### config.mk
export PLATFORM = sky130hd
export DESIGN_NAME = pipeline_ctrl
export DESIGN_NICKNAME = d
export VERILOG_FILES = /design/src/rtl/pipe_ctrl_pkg.sv /design/src/rtl/load_use_detect.sv /design/src/rtl/pipeline_ctrl.sv
export SDC_FILE = /design/constraint.sdc
export NUM_CORES = 1
export LEC_CHECK = 0
export CAP_MARGIN = 30
export CELL_PAD_IN_SITES_DETAIL_PLACEMENT = 0
export CELL_PAD_IN_SITES_GLOBAL_PLACEMENT = 2
export CORE_MARGIN = 2
export CORE_UTILIZATION = 27
export CTS_CLUSTER_DIAMETER = 50
export DETAILED_ROUTE_END_ITERATION = 10
export GPL_TIMING_DRIVEN = 0
export PLACE_DENSITY_LB_ADDON = 0.1
export SETUP_SLACK_MARGIN = 0.05
export SLEW_MARGIN = 20
export SYNTH_ARGS = -nofsm -noshare
export SYNTH_HDL_FRONTEND = slang
export SYNTH_SLANG_ARGS = --single-unit
### constraint.sdc
create_clock -name clk -period 8.6 [get_ports clk]
set_input_delay 1.72 -clock clk [delete_from_list [all_inputs] [get_ports clk]]
set_output_delay 1.72 -clock clk [all_outputs]
set_load 0.02 [all_outputs]
### src/rtl/pipe_ctrl_pkg.sv
// rtl/pipe_ctrl_pkg.sv - shared types and constants for the pipeline stall/flush sequencer
//
// Contents:
//   state_t            sequencer state (RUN, FLUSH, MC_WAIT), 2-bit encoding
//   FLUSH_CYCLES_DEF   default number of bubble cycles after a redirect
//   FLUSH_CTR_W        width of the flush-window down-counter (holds up to 15)
//   REG_X0             architectural zero register index

package pipe_ctrl_pkg;

    typedef enum logic [1:0] {
        RUN     = 2'd0,
        FLUSH   = 2'd1,
        MC_WAIT = 2'd2
    } state_t;

    localparam int          FLUSH_CYCLES_DEF = 2;
    localparam int          FLUSH_CTR_W      = 4;
    localparam logic [4:0]  REG_X0           = 5'd0;

endpackage

### src/rtl/load_use_detect.sv
// rtl/load_use_detect.sv - combinational load-use hazard comparator
//
// Ports:
//   id_valid, id_rs1, id_rs2, id_use_rs1, id_use_rs2   instruction in ID and its source operands
//   ex_valid, ex_rd, ex_is_load                        instruction in EX and its destination
//   hazard                                             ID reads a register the EX load has not yet returned

module load_use_detect
    import pipe_ctrl_pkg::*;
(
    input  logic       id_valid,
    input  logic [4:0] id_rs1,
    input  logic [4:0] id_rs2,
    input  logic       id_use_rs1,
    input  logic       id_use_rs2,
    input  logic       ex_valid,
    input  logic [4:0] ex_rd,
    input  logic       ex_is_load,
    output logic       hazard
);

    logic rs1_hit;
    logic rs2_hit;
    logic load_live;

    // x0 is hardwired to zero, so a load targeting it never produces a value to wait for.
    assign load_live = ex_valid && ex_is_load && (ex_rd != REG_X0);
    assign rs1_hit   = id_use_rs1 && (id_rs1 == ex_rd);
    assign rs2_hit   = id_use_rs2 && (id_rs2 == ex_rd);
    assign hazard    = id_valid && load_live && (rs1_hit || rs2_hit);

endmodule

### src/rtl/pipeline_ctrl.sv
// rtl/pipeline_ctrl.sv - stall/flush sequencer for the 5-stage pipeline front end
//
// Ports:
//   clk, reset                      clock, asynchronous active-high reset
//   id_*                            ID-stage instruction and the registers it reads
//   ex_valid, ex_rd, ex_is_load     EX-stage instruction, used for load-use detection
//   ex_redirect, ex_target          taken branch/jump resolved in EX and its target
//   ex_mc_start, ex_mc_done         multi-cycle EX operation start / completion
//   jmp, jmp_pc                     redirect strobe and PC to IFetch
//   pc_stall, if_id_stall, if_id_flush, id_ex_stall, id_ex_flush   pipeline register controls
//   mc_kill                         abort the in-flight multi-cycle operation
//   busy                            sequencer is outside RUN
//   stall_cnt, flush_cnt            free-running counts of pc_stall / if_id_flush cycles

module pipeline_ctrl
    import pipe_ctrl_pkg::*;
#(
    parameter int FLUSH_CYCLES = FLUSH_CYCLES_DEF,
    parameter int CNT_W        = 32
) (
    input  logic             clk,
    input  logic             reset,
    input  logic             id_valid,
    input  logic [4:0]       id_rs1,
    input  logic [4:0]       id_rs2,
    input  logic             id_use_rs1,
    input  logic             id_use_rs2,
    input  logic             ex_valid,
    input  logic [4:0]       ex_rd,
    input  logic             ex_is_load,
    input  logic             ex_redirect,
    input  logic [31:0]      ex_target,
    input  logic             ex_mc_start,
    input  logic             ex_mc_done,
    output logic             jmp,
    output logic [31:0]      jmp_pc,
    output logic             pc_stall,
    output logic             if_id_stall,
    output logic             if_id_flush,
    output logic             id_ex_stall,
    output logic             id_ex_flush,
    output logic             mc_kill,
    output logic             busy,
    output logic [CNT_W-1:0] stall_cnt,
    output logic [CNT_W-1:0] flush_cnt
);

    // The redirect cycle itself is the first bubble, so the FLUSH state only
    // covers the remaining FLUSH_CYCLES-1 cycles. With a one-cycle window
    // there is nothing left to cover and the sequencer stays in RUN.
    localparam logic [FLUSH_CTR_W-1:0] FLUSH_RELOAD   = FLUSH_CTR_W'(FLUSH_CYCLES - 1);
    localparam state_t                 REDIRECT_NEXT  = (FLUSH_CYCLES > 1) ? FLUSH : RUN;

    state_t                 state;
    state_t                 state_next;
    logic [FLUSH_CTR_W-1:0] flush_ctr;
    logic [FLUSH_CTR_W-1:0] flush_ctr_next;

    logic hazard;
    logic redirect;
    logic mc_start;

    logic if_id_stall_raw;
    logic id_ex_stall_raw;

    load_use_detect u_load_use_detect (
        .id_valid   (id_valid),
        .id_rs1     (id_rs1),
        .id_rs2     (id_rs2),
        .id_use_rs1 (id_use_rs1),
        .id_use_rs2 (id_use_rs2),
        .ex_valid   (ex_valid),
        .ex_rd      (ex_rd),
        .ex_is_load (ex_is_load),
        .hazard     (hazard)
    );

    // Only a valid EX instruction may redirect or start a multi-cycle op.
    assign redirect = ex_redirect && ex_valid;
    assign mc_start = ex_mc_start && ex_valid;

    always_ff @(posedge clk or posedge reset) begin
        if (reset) begin
            state     <= RUN;
            flush_ctr <= '0;
            stall_cnt <= '0;
            flush_cnt <= '0;
        end else begin
            state     <= state_next;
            flush_ctr <= flush_ctr_next;
            if (pc_stall) begin
                stall_cnt <= stall_cnt + CNT_W'(1);
            end
            if (if_id_flush) begin
                flush_cnt <= flush_cnt + CNT_W'(1);
            end
        end
    end

    always_comb begin
        state_next      = state;
        flush_ctr_next  = flush_ctr;
        jmp             = 1'b0;
        jmp_pc          = '0;
        pc_stall        = 1'b0;
        if_id_stall_raw = 1'b0;
        id_ex_stall_raw = 1'b0;
        if_id_flush     = 1'b0;
        id_ex_flush     = 1'b0;
        mc_kill         = 1'b0;

        unique case (state)
            RUN: begin
                if (redirect) begin
                    jmp            = 1'b1;
                    jmp_pc         = ex_target;
                    if_id_flush    = 1'b1;
                    id_ex_flush    = 1'b1;
                    flush_ctr_next = FLUSH_RELOAD;
                    state_next     = REDIRECT_NEXT;
                end else if (mc_start) begin
                    pc_stall        = 1'b1;
                    if_id_stall_raw = 1'b1;
                    id_ex_stall_raw = 1'b1;
                    // A zero-wait operation finishes in its start cycle.
                    if (!ex_mc_done) begin
                        state_next = MC_WAIT;
                    end
                end else if (hazard) begin
                    // One bubble is enough: the load moves to MEM next cycle
                    // and the forwarding path covers the rest.
                    pc_stall        = 1'b1;
                    if_id_stall_raw = 1'b1;
                    id_ex_flush     = 1'b1;
                end
            end

            FLUSH: begin
                // Fetch runs from the new target; whatever reaches IF/ID or
                // ID/EX in this window is wrong-path and gets squashed.
                // Load-use is deliberately ignored here.
                if_id_flush = 1'b1;
                id_ex_flush = 1'b1;
                if (redirect) begin
                    jmp            = 1'b1;
                    jmp_pc         = ex_target;
                    flush_ctr_next = FLUSH_RELOAD;
                    state_next     = REDIRECT_NEXT;
                end else if (flush_ctr <= FLUSH_CTR_W'(1)) begin
                    flush_ctr_next = '0;
                    state_next     = RUN;
                end else begin
                    flush_ctr_next = flush_ctr - FLUSH_CTR_W'(1);
                end
            end

            MC_WAIT: begin
                if (redirect) begin
                    // An older instruction is trapping: throw away the
                    // multi-cycle op and redirect exactly as from RUN.
                    mc_kill        = 1'b1;
                    jmp            = 1'b1;
                    jmp_pc         = ex_target;
                    if_id_flush    = 1'b1;
                    id_ex_flush    = 1'b1;
                    flush_ctr_next = FLUSH_RELOAD;
                    state_next     = REDIRECT_NEXT;
                end else begin
                    pc_stall        = 1'b1;
                    if_id_stall_raw = 1'b1;
                    id_ex_stall_raw = 1'b1;
                    if (ex_mc_done) begin
                        state_next = RUN;
                    end
                end
            end

            default: begin
                state_next     = RUN;
                flush_ctr_next = '0;
            end
        endcase

        // While reset is held both pipeline registers are cleared to bubbles
        // and nothing else is driven, whatever the inputs say.
        if (reset) begin
            jmp             = 1'b0;
            jmp_pc          = '0;
            pc_stall        = 1'b0;
            if_id_stall_raw = 1'b0;
            id_ex_stall_raw = 1'b0;
            if_id_flush     = 1'b1;
            id_ex_flush     = 1'b1;
            mc_kill         = 1'b0;
        end
    end

    // A register is never held and cleared together; clearing wins.
    assign if_id_stall = if_id_stall_raw && !if_id_flush;
    assign id_ex_stall = id_ex_stall_raw && !id_ex_flush;

    assign busy = (state != RUN);

endmodule

== After elaboration in Yosys (flattened, before gate mapping) ==
Cells that the tools add are included.
Operators by class
  $add $sub $neg: 3
  $lt $le $gt $ge: 1
  eq/ne operators: 9
  muxes and demuxes: 36
  reduce and logical (&&, ||, !) cells: 19
Operators by type and width (count)
  32-bit 2-to-1 mux: 3
  32-bit by 1-bit adder with 32-bit output (second input constant): 2
  1-bit 2-to-1 mux: 17
  2-bit 2-to-1 mux: 7
  4-bit 2-to-1 mux: 3
  3-bit inequality test (second input constant): 4
  5-bit == test: 2
  1-bit logical AND: 10
  4-bit case mux with 2 select lines: 1
  1-bit case mux with 2 select lines: 3
  2-bit case mux with 3 select lines: 1
  5-bit nonzero test: 1
  4-bit by 1-bit <= comparator with 1-bit output (second input constant): 1
  4-bit AND reduction: 1
  4-bit by 1-bit subtractor with 4-bit output (second input constant): 1
  1-bit case mux with 3 select lines: 1
  3-bit OR reduction: 1
  2-bit by 1-bit == test with 1-bit output (second input constant): 1
  2-bit == test (second input constant): 1
  1-bit logical NOT: 2
  2-bit logical NOT: 1
  2-bit by 1-bit inequality test with 1-bit output (second input constant): 1
  2-bit nonzero test: 1
  2-bit OR reduction: 1
  1-bit logical OR: 1
Storage, ports and cells
  register bits after elaboration: 70
  input bits: 57
  output and inout bits: 104
  logic and storage cells: 72

== Logic depth before layout (Yosys ltp) ==
  word-level depth: 11
  mapped depth: 8
  gate-level depth less buffers: 8

== By module ==
From an unflattened synthesis, not the netlist that was laid out.
Unflattened totals
  cell total of the unflattened synthesis: 390
  area, all modules: 3863.7 um^2
Modules (own cells, without submodules)
  pipeline_ctrl: instances 1, cells each 373, area each 3732.3 um^2
  load_use_detect: instances 1, cells each 17, area each 131.4 um^2

== Least setup slack after synthesis ==
No wires, ideal clock.
  path type: in2out
  from: in reset
  to: out if_id_stall
  arrival: 4.096 ns
  data required time: 6.880 ns
  setup slack: 2.784 ns
  stages: 4
  path buffers: 1
  path through: inv_1 -> o211ai_1 -> buf_4 -> a21oi_1
On the way
  longest elaborated chain between the ends: 3
Ends and longest elaborated chain
  from (decl): line pipeline_ctrl.sv:22  | input logic reset,
  1-bit 2-to-1 mux: line pipeline_ctrl.sv:186  | if (reset) begin
  named net if_id_flush: line pipeline_ctrl.sv:39  | output logic if_id_flush,
  1-bit logical NOT: line pipeline_ctrl.sv:199  | assign if_id_stall = if_id_stall_raw && !if_id_flush;
  1-bit logical AND: line pipeline_ctrl.sv:199
  to (decl): line pipeline_ctrl.sv:38  | output logic if_id_stall,
The timed path passes the listed nets, and every way through them passes these cells.

== Worst setup path in the final report ==
  from: in reset
  to: out if_id_stall
On the way
  longest elaborated chain between the ends: 3
Ends and longest elaborated chain (line)
  1-bit 2-to-1 mux: pipeline_ctrl.sv:186
  1-bit logical NOT: pipeline_ctrl.sv:199
  1-bit logical AND (*): pipeline_ctrl.sv:199
Mark *: on every way between the ends. The rest lies on a longest branch, timed or not.

==> summary.md <==
| Metric | Value |
|---|---|
| Status | finished clean |
| Most used DFF post-synth | dfrtp_1 |
| CTS Root Cell | clkbuf_16 |
| Initial core utilization | 27.69% |
| Top Ports | 161 |
| Clk_lat worst skew | 330 ps |
| Int Power | 759.9 uW |
| Postcts setup bufs | 0 |
| Cts hold-fix bufs | 0 |
| Met3 Use GR | 5.489% |
| RSZ-0062 raised after global routing | false |
| Routed len/inst | 14.26 um |
| Die ar. | 0.01521 sq mm |
| Seq/Total Area, Yosys | 45.57% |
| Leak Pwr | 0.002465 uW |
| Switching Fraction | 33.31% |
| Max FO, Critical Path | 37 |
| H-tree Lvls | 3 |
| Post-Syn Instances | 382 |
| Area Growth Syn to Fin | 55.89% |
| DRT Wirelength | 10540 um |
| Worst slew pin tran | 770.8 ps |
| Post-synth EDFFs | 0 |
| Gp weighted congestion | 0.7429 |
| Filler Cells Inserted | 1338 |
| Num CTS Buffers | 9 |
| CP Class | primary input to output port |
| Post-synthesis async set-or-reset flop share | 100.0% |
| Critical path endpoint category | output port |
| Max cap viols | 0 |
| Number of diodes | 0 |
| Grt met2 use | 24.76% |
| Slew Viols, Final | 0 |
| Multi-input gate area | 0.001961 sq mm |
| CTS tree | built |
| PwrDens | 190.2 mW/mm^2 |
| Die span in y | 123.3 um |
| GR peak layer | met2 |
| Initial antenna violation count | 0 |
| Worst min path class | flop to flop |
| Number of global-route vias before repair | 3395 |
| Gr usage total | 14.80% |
| Area taken by flip-flops and latches | 0.001752 sq mm |
| Core area | 0.01388 sq mm |
| Worst setup slack after layout | 2693 ps |
| Top cells by area, synth | dfrtp_1 46%, xnor2_1 11%, and2_1 5.9% |
| Final Hold Fails | 0 |
| FP Rows | 43 |
| Avg Cell Area, Syn | 10.06 sq um |
| Cell taking the most area after synthesis | dfrtp_1 |
| Routed vias | 3376 |
| Drt first pass iters | 4 |
| CTS clock-pin slew for the worst setup and hold paths | 60 ps |
| Final net count | 620 |
| Finish-stage setup viols | 0 |
| Combinational power share | 30.8% |
| Switching power | 379.6 uW |
| Post-synth net total | 448 |
| DR DRC count | 0 |
| Post-synthesis cell area | 0.003844 sq mm |
| Tcrit/Tclk final | 68.68% |
| Yosys cell types | 45 |
| Die width | 123.3 um |
| Worst VDD drop | 100.8 uV |
| DRT iter0 DRCs | 128 |
| Min Hold Slack | 471.6 ps |
| Clock buffer depth | 2 |
| Dpl ws | 2567 ps |
| Highest Clock Rate | 169.3 MHz |
| Ys Warns | 0 |
| Num Clock Sinks | 70 |
| Share of cells above drive strength 1 | 6.798% |
| Setup TNS | 0 ps |
| Post-DP HPWL | 7999 um |
| Sequential Power Share | 36.3% |
| Overflow left after global routing | 0 |
| Worst path required time | 6880 ps |
| Largest net degree at the start of global routing | 38 |
| Power share of the clock group | 33.0% |
| Worst Setup Start Kind | primary input |
| Relative slew slack | 48.18% |
| Port bufs | 160 |
| Post-CTS sizing | 0 |
| R2R setup slack | 6430 ps |
| Final min period | 5907 ps |
| Vias per inst | 4.568 |
| Crit path DAT | 4190 ps |
| Final Skew | 7.255 ps |
| Post-route ant nets | 0 |
| First-pass GRT wire length | 17360 um |
| Synth top area share | 45.57% |
| #FFs+latches synth | 70 |
| Met1 usage | 17.67% |
-- state kept, by name, summed over array words and instances, names as in the netlist --
name       cells
flush_ctr      4
stall_cnt     32
state          2
flush_cnt     32
-- worst max-delay path, cell delays in order --
cell             delay, ps
clkdlybuf4s50_1        600
inv_4                  450
buf_12                 280
o211ai_1               160
buf_4                  210
a21oi_1                120
clkdlybuf4s50_1        630
-- per-stage QoR --
step / total power (uW) / util, % / std cells / cell area, sq um
after floorplan: 610.4 / - / 382 / 3844
after global placement: 774.1 / 40.85 / 722 / 5670
after detailed placement: 776.8 / 41.01 / 723 / 5693
after CTS: 1163 / 43.17 / 739 / 5992
after global routing: 1213 / 43.17 / 739 / 5992
final: 1140 / 43.17 / 739 / 5992
-- worst paths after layout --
kind	start	cells past startpoint	endpoint
min reg2reg	flush_cnt[31]$_DFFE_PP0N_	1	flush_cnt[31]$_DFFE_PP0N_
max in group asynchronous	reset	3	stall_cnt[23]$_DFFE_PP0P_
max	reset	7	if_id_stall
min in group asynchronous	reset	2	state[1]$_DFFE_PP0P_
min	flush_cnt[31]$_DFFE_PP0N_	1	flush_cnt[31]$_DFFE_PP0N_
max reg2reg	state[0]$_DFFE_PP0P_	7	stall_cnt[4]$_DFFE_PP0P_
-- Yosys cell counts (2+ instances only) --
master,n
nor2_1,24
and3_1,18
nand4_1,23
mux2_2,3
nand2b_1,2
nand2_2,2
xor2_1,22
clkbuf_1,10
xnor2_1,50
nand3_1,25
buf_6,3
nand4_2,2
nor3_1,12
and4_1,3
o21ai_0,6
a21oi_1,5
and2_1,36
dfrtp_1,70
ha_1,9
inv_1,14
nor4_1,2
nand2_1,18
-- kinds of logic (layout without fill, tap and decap cells) --
| family | count (synthesis) | in the layout | synth area share (%) |
|---|---|---|---|
| multiplexers | 3 | 3 | 0.8788 |
| buffers and inverters | 28 | 205 | 3.418 |
| XOR/XNOR | 72 | 72 | 16.41 |
| adder cells (fa/ha/maj) | 9 | 9 | 2.930 |
| AO/OA/AOI/OAI | 22 | 22 | 4.232 |
| AND/OR/NAND/NOR | 178 | 178 | 26.56 |
| flip-flops | 70 | 70 | 45.57 |
-- layout make-up --
cell class | instances | share of cell area (%)
flip-flops and latches | 70 | 29.23
plain buffers | 14 | 1.316
clock inverters | 6 | 1.169
inverters | 14 | 0.9188
multi-input cells | 284 | 32.72
repair buffers | 161 | 27.06
clock buffers | 10 | 3.821
well taps | 180 | 3.759
-- layer usage --
metal	routed length (um)	share of wire, %
met1	4518	43
met2	5132	49
met3	766	7.3
met4	117	1.1
met5	0	0
-- placed cells by master, fill, tap and decap left out, drive strengths merged, types with 4 or more instances in the layout --
cell	Yosys	final
a21oi	5	5
and2	37	37
and3	19	19
and4	4	4
buf	4	5
clkbuf	10	20
clkdlybuf4s50	0	160
dfrtp	70	70
ha	9	9
inv	14	16
nand2	20	20
nand3	25	25
nand4	25	25
nor2	24	24
nor3	13	13
nor4	4	4
o21ai	7	7
xnor2	50	50
xor2	22	22
-- power groups by stage --
stage,registers (uW),logic (uW),clock network [uW]
detailed placement,420,357,0
floorplan,441,170,0
global placement,419,355,0
finish,413,350,376
CTS,415,358,390
global route,421,387,405
Power figures use the tool's default switching activity.
